File: config.mk
export PLATFORM = sky130hd
export DESIGN_NAME = ps2_device_tx_apb
export DESIGN_NICKNAME = d
export VERILOG_FILES = /design/src/rtl/ps2_device_tx_apb.sv
export SDC_FILE = /design/constraint.sdc
export NUM_CORES = 1
export LEC_CHECK = 0
export CAP_MARGIN = 20
export CORE_ASPECT_RATIO = 0.9
export CORE_MARGIN = 4
export CORE_UTILIZATION = 55
export CTS_BUF_LIST = sky130_fd_sc_hd__clkbuf_8
export CTS_CLUSTER_SIZE = 25
export DETAILED_ROUTE_END_ITERATION = 8
export PLACE_DENSITY = 0.86
export SYNTH_ARGS = -nofsm -noshare
export SYNTH_HDL_FRONTEND = slang
export SYNTH_SLANG_ARGS = --single-unit
export TNS_END_PERCENT = 30
File: constraint.sdc
create_clock -name clock -period 5.2 [get_ports clock]
set_clock_uncertainty 0.15 [all_clocks]
set_input_delay 1.04 -clock clock [delete_from_list [all_inputs] [get_ports clock]]
set_output_delay 1.04 -clock clock [all_outputs]
set_load 0.03 [all_outputs]
File: src/rtl/ps2_device_tx_apb.sv
// APB-fed PS/2 device-side transmitter: byte FIFO plus an 11-bit frame serialiser (keyboard timing).
// Optional feature macro PS2_TX_ERRINJ_EN: STATUS bit4 arms a one-shot even-parity frame.
//
// state | meaning
// IDLE  | lines high, pop next byte when FIFO non-empty
// HIGH  | ps2_clk high, current bit driven, CLK_DIV cycles
// LOW   | ps2_clk low, bit held for receiver, CLK_DIV cycles
// GAP   | both lines high for FRAME_GAP cycles after stop bit
module ps2_device_tx_apb #(
  parameter int CLK_DIV    = 16,
  parameter int FIFO_DEPTH = 8,
  parameter int FRAME_GAP  = 32
) (
  input  logic        clock,
  input  logic        reset,
  input  logic [31:0] in_paddr,
  input  logic        in_psel,
  input  logic        in_penable,
  input  logic [2:0]  in_pprot,
  input  logic        in_pwrite,
  input  logic [31:0] in_pwdata,
  input  logic [3:0]  in_pstrb,
  output logic        in_pready,
  output logic [31:0] in_prdata,
  output logic        in_pslverr,
  output logic        ps2_clk,
  output logic        ps2_data
);

  localparam int AW   = $clog2(FIFO_DEPTH);
  localparam int CW   = AW + 1;
  localparam int TMAX = (CLK_DIV > FRAME_GAP) ? CLK_DIV : FRAME_GAP;
  localparam int TW   = $clog2(TMAX);

  typedef enum logic [1:0] {ST_IDLE, ST_HIGH, ST_LOW, ST_GAP} state_t;

  state_t          state_q;
  logic [TW-1:0]   tmr_q;
  logic [3:0]      bit_idx_q;
  logic [10:0]     shift_q;
  logic            ps2_clk_q;
  logic            ps2_data_q;

  logic [7:0]      mem_q [FIFO_DEPTH];
  logic [AW-1:0]   wr_ptr_q;
  logic [AW-1:0]   rd_ptr_q;
  logic [CW-1:0]   count_q;
  logic [CW-1:0]   count_d;
  logic            ovf_q;
  logic [31:0]     prdata_q;
  logic [31:0]     prdata_d;
  logic            pslverr_q;

  logic            access;
  logic            bad_addr;
  logic            wr_data;
  logic            wr_stat;
  logic            rd_stat;
  logic            fifo_full;
  logic            fifo_empty;
  logic            push;
  logic            pop;
  logic            inj_flag;
  logic [7:0]      head;
  logic [31:0]     status;
  logic            unused_bits;

  assign access     = in_psel & in_penable;
  assign bad_addr   = access & in_paddr[3];
  assign wr_data    = access & in_pwrite & (in_paddr[3:2] == 2'd0) & in_pstrb[0];
  assign wr_stat    = access & in_pwrite & (in_paddr[3:2] == 2'd1);
  assign rd_stat    = access & ~in_pwrite & (in_paddr[3:2] == 2'd1);
  assign fifo_full  = (count_q == CW'(FIFO_DEPTH));
  assign fifo_empty = (count_q == '0);
  // Fullness uses the pre-edge count, so a push racing a pop on a full FIFO is dropped.
  assign push       = wr_data & ~fifo_full;
  assign pop        = (state_q == ST_IDLE) & ~fifo_empty;
  assign count_d    = count_q + CW'(push) - CW'(pop);
  assign head       = mem_q[rd_ptr_q];

  assign unused_bits = ^{in_pprot, in_paddr[31:4], in_paddr[1:0], in_pwdata[31:8], in_pstrb[3:1]};

`ifdef PS2_TX_ERRINJ_EN
  logic inj_q;
  always_ff @(posedge clock) begin
    if (!reset) begin
      inj_q <= 1'b0;
    end else if (wr_stat & in_pwdata[4]) begin
      inj_q <= 1'b1;
    end else if (pop) begin
      inj_q <= 1'b0;
    end
  end
  assign inj_flag = inj_q;
`else
  assign inj_flag = 1'b0;
`endif

  always_comb begin
    status        = '0;
    status[0]     = (state_q != ST_IDLE) | ~fifo_empty;
    status[1]     = fifo_full;
    status[2]     = fifo_empty;
    status[3]     = ovf_q;
    status[4]     = inj_flag;
    status[11:8]  = 4'(count_q);
    prdata_d      = rd_stat ? status : '0;
  end

  always_ff @(posedge clock) begin
    if (push) begin
      mem_q[wr_ptr_q] <= in_pwdata[7:0];
    end
  end

  always_ff @(posedge clock) begin
    if (!reset) begin
      wr_ptr_q  <= '0;
      rd_ptr_q  <= '0;
      count_q   <= '0;
      ovf_q     <= 1'b0;
      prdata_q  <= '0;
      pslverr_q <= 1'b0;
    end else begin
      if (push) wr_ptr_q <= wr_ptr_q + AW'(1);
      if (pop)  rd_ptr_q <= rd_ptr_q + AW'(1);
      count_q <= count_d;
      if (wr_data & fifo_full) begin
        ovf_q <= 1'b1;
      end else if (wr_stat & in_pwdata[3]) begin
        ovf_q <= 1'b0;
      end
      prdata_q  <= prdata_d;
      pslverr_q <= bad_addr;
    end
  end

  // Line registers follow the state with one cycle of lag; data moves only as ps2_clk rises.
  always_ff @(posedge clock) begin
    if (!reset) begin
      state_q    <= ST_IDLE;
      tmr_q      <= '0;
      bit_idx_q  <= '0;
      shift_q    <= '1;
      ps2_clk_q  <= 1'b1;
      ps2_data_q <= 1'b1;
    end else begin
      case (state_q)
        ST_IDLE: begin
          ps2_clk_q  <= 1'b1;
          ps2_data_q <= 1'b1;
          if (pop) begin
            shift_q   <= {1'b1, (~^head) ^ inj_flag, head, 1'b0};
            bit_idx_q <= '0;
            tmr_q     <= TW'(CLK_DIV - 1);
            state_q   <= ST_HIGH;
          end
        end
        ST_HIGH: begin
          ps2_clk_q  <= 1'b1;
          ps2_data_q <= shift_q[0];
          if (tmr_q == '0) begin
            tmr_q   <= TW'(CLK_DIV - 1);
            state_q <= ST_LOW;
          end else begin
            tmr_q <= tmr_q - TW'(1);
          end
        end
        ST_LOW: begin
          ps2_clk_q  <= 1'b0;
          ps2_data_q <= shift_q[0];
          if (tmr_q == '0) begin
            if (bit_idx_q == 4'd10) begin
              tmr_q   <= TW'(FRAME_GAP - 1);
              state_q <= ST_GAP;
            end else begin
              bit_idx_q <= bit_idx_q + 4'd1;
              shift_q   <= {1'b1, shift_q[10:1]};
              tmr_q     <= TW'(CLK_DIV - 1);
              state_q   <= ST_HIGH;
            end
          end else begin
            tmr_q <= tmr_q - TW'(1);
          end
        end
        ST_GAP: begin
          ps2_clk_q  <= 1'b1;
          ps2_data_q <= 1'b1;
          if (tmr_q == '0) begin
            state_q <= ST_IDLE;
          end else begin
            tmr_q <= tmr_q - TW'(1);
          end
        end
        default: begin
          state_q <= ST_IDLE;
        end
      endcase
    end
  end

  assign in_pready  = 1'b1;
  assign in_prdata  = prdata_q;
  assign in_pslverr = pslverr_q;
  assign ps2_clk    = ps2_clk_q;
  assign ps2_data   = ps2_data_q;

endmodule

# ---- After elaboration in Yosys (flattened, before gate mapping)
# Memory sizes are Yosys's and may differ from the RTL's. A register that Yosys moved wholly into a read port is not among the register bits.
# Index checks and enable logic that the tools add are counted.
dict set report word_totals {
  reg_bits 68
  ram_bits 64
  in_bits 76
  output_inout_bits 36
  word_cells 91
  n_memories 1
}
# name depth width rd rd_clocked_by_memory_dff wr line
set memory_table {}
lappend memory_table {mem_q 8 8 1 1 1 44} ;# logic [7:0] mem_q [FIFO_DEPTH];
dict set report op_classes {
  add_sub_neg 6
  eq_ne 12
  n_mux 28
  bitwise_logic 16
  reduce_logical 15
}
# cell count
set op_table {}
lappend op_table {{2-to-1 mux 11 bit} 3}
lappend op_table {{2-to-1 mux 5 bit} 5}
lappend op_table {{one-hot mux 11 bit (2 select lines)} 1}
lappend op_table {{one-hot mux 5 bit (4 select lines)} 1}
lappend op_table {{bitwise AND 1 bit} 12}
lappend op_table {{2-to-1 mux 4 bit} 3}
lappend op_table {{!= test 2 bit, second input constant} 6}
lappend op_table {{2-to-1 mux 2 bit} 5}
lappend op_table {{== test 4 bit, second input constant} 2}
lappend op_table {{one-hot mux 2 bit (4 select lines)} 1}
lappend op_table {{one-hot mux 4 bit (2 select lines)} 1}
lappend op_table {{AND reduction 4 bit} 2}
lappend op_table {{XNOR reduction 8 bit} 1}
lappend op_table {{adder 3 x 1 -> 3 bit, second input constant} 2}
lappend op_table {{2-to-1 mux 3 bit} 2}
lappend op_table {{nonzero test 2 bit} 3}
lappend op_table {{logical NOT 5 bit} 1}
lappend op_table {{subtractor 5 x 1 -> 5 bit, second input constant} 1}
lappend op_table {{adder 4 x 1 -> 4 bit} 1}
lappend op_table {{adder 4 x 1 -> 4 bit, second input constant} 1}
lappend op_table {{== test 2 x 1 -> 1 bit, second input constant} 2}
lappend op_table {{== test 2 bit, second input constant} 2}
lappend op_table {{logical NOT 2 bit} 2}
lappend op_table {{logical NOT 4 bit} 1}
lappend op_table {{other kinds (8)} 16}

# ---- Depth between registers and ports, before layout
# Gate-level depths: netlist (run 1).
dict set report logic_depth {
  depth_word 7
  mapped_depth 13
  ltp_nobuf 12
}

# ---- Least setup slack after synthesis (run 1)
# Ideal clock, no wire load.
dict set report synth_path {
  path_type {input -> register}
  from {input in_psel}
  to {memory mem_q[0][0], enable pin}
  arrival_time_ns 2.627
  t_required_ns 4.655
  setup_slack_ns 2.028
  cell_stages 6
  path_cell_list {nand2_1 -> nor4_1 -> and2_1 -> clkbuf_1 -> inv_2 -> nor4_1}
}
dict set report synth_via {
  elab_chain_cells 7
}
# element line
set synth_lines {}
lappend synth_lines {{start: declaration} 17} ;# input logic in_psel,
lappend synth_lines {{bitwise AND 1 bit} 68} ;# assign access = in_psel & in_penable;
lappend synth_lines {{bitwise AND 1 bit (3 in series)} 70} ;# assign wr_data = access & in_pwrite & (in_paddr[3:2] == 2'd0) & in_pstrb[0];
lappend synth_lines {{bitwise AND 1 bit} 76} ;# assign push = wr_data & ~fifo_full;
lappend synth_lines {{2-to-1 mux 1 bit} 111} ;# if (push) begin
lappend synth_lines {{2-to-1 mux 1 bit (not written as such)} 112} ;# mem_q[wr_ptr_q] <= in_pwdata[7:0];
lappend synth_lines {{end: declaration} 44}
# No other way between the ends.

# ---- Worst setup path after layout (run 1)
dict set report layout_path {
  from {input in_penable}
  to {register count_q[2]}
}
dict set report layout_via {
  elab_chain_cells 7
}
# element line
set layout_lines {}
lappend layout_lines {{start: declaration} 18} ;# input logic in_penable,
lappend layout_lines {{bitwise AND 1 bit} 68}
lappend layout_lines {{bitwise AND 1 bit (3 in series)} 70}
lappend layout_lines {{bitwise AND 1 bit} 76}
lappend layout_lines {{adder 4 x 1 -> 4 bit} 78} ;# assign count_d = count_q + CW'(push) - CW'(pop);
lappend layout_lines {{subtractor 4 x 1 -> 4 bit} 78}
lappend layout_lines {{end signal: assignment} 127} ;# count_q <= count_d;
lappend layout_lines {{end: declaration} 47} ;# logic [CW-1:0] count_q;
# No other way between the ends.
# A chain may end at the register's enable or synchronous reset.

==> results.yml, run 1 <==
outcome:
  status: "completed"
drt:
  wirelength_um: 8371
  vias: 2756
  viasPerCell: 5.415
  ant_nets: 0
  drc: 0
  drtIter0Drc: 168
  drtPass1Iterations: 4
  wire_per_inst_um: 16.45
yosys:
  synth_common_cells: "edfxtp_1 (64), dfxtp_1 (46), nand2_1 (36), nor2_1 (31), buf_4 (25)"
  synthArstFlopShare_pct: 0
  synth_area_leaders: "edfxtp_1 (41%), dfxtp_1 (20%), mux4_2 (4.8%), ha_1 (4.3%), buf_4 (4.0%)"
  synth_top_family_by_area: "multiplexers"
  synth_cell_type_count: 43
  synth_area_leader_cell: "edfxtp_1"
  yosysMostFrequentCell: "edfxtp_1"
  synth_xor_area_share_pct: 2.418
  yosysWarnings: 0
  synthAdderAreaFrac_pct: 4.677
  synthCells: 362
  yosys.area_share.simple_pct: 9.859
  syn_area_sq_um: 4708
  muxShareOfSynthArea_pct: 10.05
  yosysTopAreaCellShare_pct: 40.82
  synth-seq-cells: 110
  ys.flop_type: "edfxtp_1"
  synth-compound-area-share_pct: 5.554
  synth_edf_count: 64
  ys_seq_area_share_pct: 60.38
  avgSynthCellArea_sq_um: 13.01
critical_path:
  critPathLaunchType: "input port"
  rr_startpoint: "state_q[0]"
  r2r_end: "count_q[2]"
  crit_type: "in -> reg"
  end_kind: "flop"
  rrSetupSlack_ps: 2600
  worstSetupStartpoint: "in_penable"
  r2r_cells: 11
  worst_ep_required_time_ps: 5290
  arrival_ps: 3550
  cp_max_fo: 6
  crit_end: "count_q[2]"
die:
  ios: 112
  die-area_sq_um: 10110
  die_h_um: 95.78
  fp.dieW_um: 105.5
  coreArea_sq_um: 8184
  rows: 31
  initial_utilization_pct: 57.53
global_routing:
  grt_pass1_wl_um: 13300
  antenna_found_initial: 0
  grt_max_degree: 34
  grt_pass1_vias: 2674
  overflow: 0
  grt.total_usage_pct: 17.23
final_layout:
  nets: 482
  diodes: 0
  post-route-util_pct: 63.80
  drive_above_1_share_pct: 10.66
  seqCellArea_sq_um: 2843
  syn_to_final_growth_pct: 10.90
  multi_input_area_sq_um: 1627
  fill_cells: 582
timing:
  slew_violations: 0
  grt_setup_unrepaired: "no"
  setup_tns_ps: 0
  setup_ws_ps: 1736
  setup_violations: 0
  finalCritPeriodShare_pct: 66.62
  tightestPinTransition_ps: 1040
  min_period_ps: 3464
  hold_viol_final: 0
  relSlewSlack_pct: 30.58
  fmax_mhz: 288.7
clock_network:
  cts_setup_buffers: 0
  cts_hold_buf: 0
  cts_tree: "yes"
  numCtsBuffers: 9
  cts-resized-gates: 0
  clock-sinks: 110
  cts.clk_slew.worst_paths_ps: 110
  cts_root_buffer: "clkbuf_8"
  clockBufferDepth: 2
  clock_latency_ps: 380
  htreeDepth: 3
power:
  power.leakage_nw: 1.892
  ir_drop_uv: 237.3
  powerDensity_nw_per_um2: 476.0
run:
  max_cap_violations: 0
min_path:
  hold_start: "shift_q[5]"
  hold_path_class: "reg -> reg"
place:
  place.gp.congestion: 0.8478
  hpwl_um: 5667
  io_buffers: 26
  pre_cts_slack_ps: 1395
[per-stage QoR]
stage                     area [sq um]  hold WS, ps  total power (W)  std cells
after floorplan                   4795        266.5         0.001769        385
after global placement            4975        283.9         0.001877        492
after detailed placement          4975        286.1         0.001920        492
after CTS                         5194        301.8         0.002465        508
after global routing              5221        329.3         0.002634        509
final                             5221        303.4         0.002485        509
[cells in the final DEF, fill, tap and decap left out, types with 8 or more instances in the layout]
cell type         n
nor2_1           31
nand2_1          36
mux4_2           10
nor3_1           11
edfxtp_1         64
dfxtp_1          46
clkdlybuf4s50_1  26
inv_1            14
ha_1             16
a221oi_1          8
clkbuf_8          9
xnor2_1           8
mux2_2            8
a21oi_1          12
conb_1           25
[worst min-delay path by stage]
| stage | to | slack [ps] | cells past startpoint |
|---|---|---|---|
| 6_report | shift_q[5] | 300 | 2 |
| 5_1_grt | shift_q[5] | 330 | 2 |
| 4_1_cts | shift_q[6] | 300 | 2 |
| 3_5_place_dp | shift_q[6] | 290 | 2 |
| 3_3_place_gp | shift_q[5] | 280 | 2 |
| 2_1_floorplan | ps2_data | 270 | 1 |
[power breakdown]
part	internal, W	leakage (nW)	switching, W	total (W)
combinational	0.000371	0.829	0.000482	0.000853
clock	0.000238	0.111	0.000311	0.000548
sequential	0.00101	0.952	0.0000763	0.00108
total	0.00162	1.89	0.000869	0.00249
[worst max-delay path, stage by stage]
cell             delay (ps)
clkdlybuf4s50_1         460
nand2_1                  80
nor4_1                  380
and2_1                  340
inv_2                   110
ha_1                    300
inv_1                    60
ha_1                    150
inv_1                    50
fa_1                    370
xor2_1                  160
nor2_1                   50
[final cells by class]
class / instances / area share (%)
multi-input combinational: 220 / 31.15
inverter: 15 / 1.078
timing repair buffer: 33 / 6.374
clock buffer: 9 / 2.372
clock inverter: 7 / 1.821
sequential: 110 / 54.45
tap: 115 / 2.756
[registers in the layout, summed over array words and instances (netlist names), named ones only]
signal      count
count_q         4
ps2_clk         1
ovf_q           1
shift_q        10
in_pslverr      1
mem_q          64
rd_ptr_q        3
ps2_data        1
wr_ptr_q        3
bit_idx_q       4
tmr_q           5
in_prdata       8
state_q         2
[routing by layer]
metal	wire length, um	track usage, %
met5	0	0
met4	106	4.423
met3	486	4.695
met2	4236	30.20
met1	3541	21.52
[kinds of logic after synthesis]
| logic type | count (synthesis) |
|---|---|
| AOI/OAI and AO/OA | 39 |
| other | 2 |
| DFF | 110 |
| buffers and inverters | 55 |
| and+or+nand+nor | 102 |
| muxes | 24 |
| adders and majority gates | 17 |
| xor gates and xnor gates | 13 |
No activity file was read; power rests on OpenSTA's default activity.
==> run 2: changes to the inputs <==
- CORE_UTILIZATION: 55 -> 46
- PLACE_DENSITY: 0.86 -> 0.77
- clock period: 5.2 -> 2.8 ns (I/O delays scaled with it)
==> results.yml, run 2 (synthesis results as in run 1) <==
outcome:
  status: "completed"
critical_path:
  r2r_end: "bit_idx_q[3]"
  arrival_ps: 2760
  critPathLaunchType: "input port"
  crit_path_top_delay_cell: "clkdlybuf4s50_1"
  rr_startpoint: "state_q[0]"
  worst_ep_required_time_ps: 2910
  crit_type: "in -> reg"
  cpPeakStageDelay_ps: 450
  rrSetupSlack_ps: 350
  path_cells: "clkdlybuf4s50_1 > nand2_1 > nor4_2 > buf_4 > and2_4 > inv_2 > ha_1 > inv_1 > ha_1 > inv_1 > fa_1 > xor2_1 > nor2_1"
  end_kind: "flop"
  cp_max_fo: 2
  r2r_cells: 7
timing:
  relSlewSlack_pct: 60.61
  setup_violations: 0
  hold_viol_final: 0
  grt_setup_unrepaired: "no"
  setup_tns_ps: 0
  finalCritPeriodShare_pct: 94.78
  tightestPinTransition_ps: 588.6
  fmax_mhz: 376.8
  hold_slack_ps: 301.7
  setup_ws_ps: 146.2
  slew_violations: 0
  min_period_ps: 2654
clock_network:
  cts_tree: "yes"
  clock_latency_ps: 350
  cts.clk_slew.worst_paths_ps: 100
  cts_root_buffer: "clkbuf_8"
  cts-resized-gates: 0
  cts_setup_buffers: 0
  numCtsBuffers: 9
  clock-sinks: 110
  cts_hold_buf: 0
  clockBufferDepth: 2
  htreeDepth: 3
place:
  hpwl_um: 5950
  io_buffers: 26
  place.gp.congestion: 0.7760
  pre_cts_slack_ps: -303.8
  place_area_sq_um: 5121
final_layout:
  diodes: 0
  final_cell_mix: "edfxtp_1 (64), dfxtp_1 (46), nand2_1 (36)"
  design_area_sq_um: 5301
  final_common_cell: "edfxtp_1"
  syn_to_final_growth_pct: 12.60
  drive_above_1_share_pct: 14.18
  nets: 497
  regMostFlops: "mem_q"
  largest_reg_flops: 64
die:
  rows: 34
  initial_utilization_pct: 47.91
  coreArea_sq_um: 9827
  ios: 112
  fp.dieW_um: 114.6
  die_h_um: 104.0
  die-area_sq_um: 11920
power:
  powerDensity_nw_per_um2: 839.8
  power.leakage_nw: 1.941
  power.total_w: 0.004452
  ir_drop_uv: 361.9
min_path:
  min_to: "shift_q[4]"
  hold_path_class: "reg -> reg"
  hold_depth: 2
  hold_start: "shift_q[4]"
drt:
  vias: 2795
  ant_nets: 0
  wire_per_inst_um: 15.77
  drtIter0Drc: 116
  drtPass1Iterations: 4
  viasPerCell: 5.224
  wirelength_um: 8439
  drc: 0
global_routing:
  grt_pass1_vias: 2822
  grt_max_degree: 19
  grt_pass1_wl_um: 14080
  grt.total_usage_pct: 14.86
  overflow: 0
  antenna_found_initial: 0
run:
  max_cap_violations: 0
-- run 2: changes by cell type in the layout (fill, tap and decap cells not counted), sizes merged --
cell	change
buf	+15
inv	-2
clkinvlp	+1
clkinv	+2
bufinv	-1
-- run 2: cell type report --
type                    count  area (sq um)
inverters                  15         56.30
repair buffers             48         437.9
fillers                   778          4526
clock buffers               9         123.9
well taps                 126         157.7
flip-flops and latches    110          2843
clock inverters             7         47.55
multi-input cells         220          1635
-- run 2: critical path, delay by kind of cell --
| family | cells | cell delay, ps |
|---|---|---|
| buf+inv | 5 | 770 |
| xor+xnor | 1 | 140 |
| fa+ha+maj | 3 | 820 |
| simple gates | 4 | 480 |
-- run 2: power breakdown --
group	switching, W	internal [W]	total (W)	leakage (nW)
sequential	0.000128	0.00187	0.00200	0.952
clock	0.000520	0.000326	0.000846	0.0874
combinational	0.000898	0.000709	0.00161	0.902
-- run 2: through the flow --
step | utilization [%] | instances
2_1_floorplan | - | 385
3_3_place_gp | 52.11 | 519
3_5_place_dp | 52.11 | 519
4_1_cts | 53.86 | 535
5_1_grt | 53.95 | 535
6_report | 53.95 | 535
-- run 2: worst max-delay path by stage --
stage | cells after the start | slack (ps) | startpoint | end
5_1_grt | 13 | 10 | in_psel | count_q[2]
3_3_place_gp | 13 | -320 | in_psel | count_q[2]
2_1_floorplan | 6 | 110 | in_psel | mem_q[0][0]
3_5_place_dp | 13 | -300 | in_penable | count_q[2]
6_report | 13 | 150 | in_psel | count_q[2]
4_1_cts | 13 | 60 | in_penable | count_q[2]
-- run 2: layer usage --
metal | global-route usage (%) | up-vias | part of all wire [%]
met3 | 2.327 | 8 | 4.3
met1 | 18.91 | 1374 | 43
met5 | 0 | - | 0
li1 | - | 1338 | -
met4 | 5.004 | 0 | 1.3
met2 | 25.60 | 75 | 52
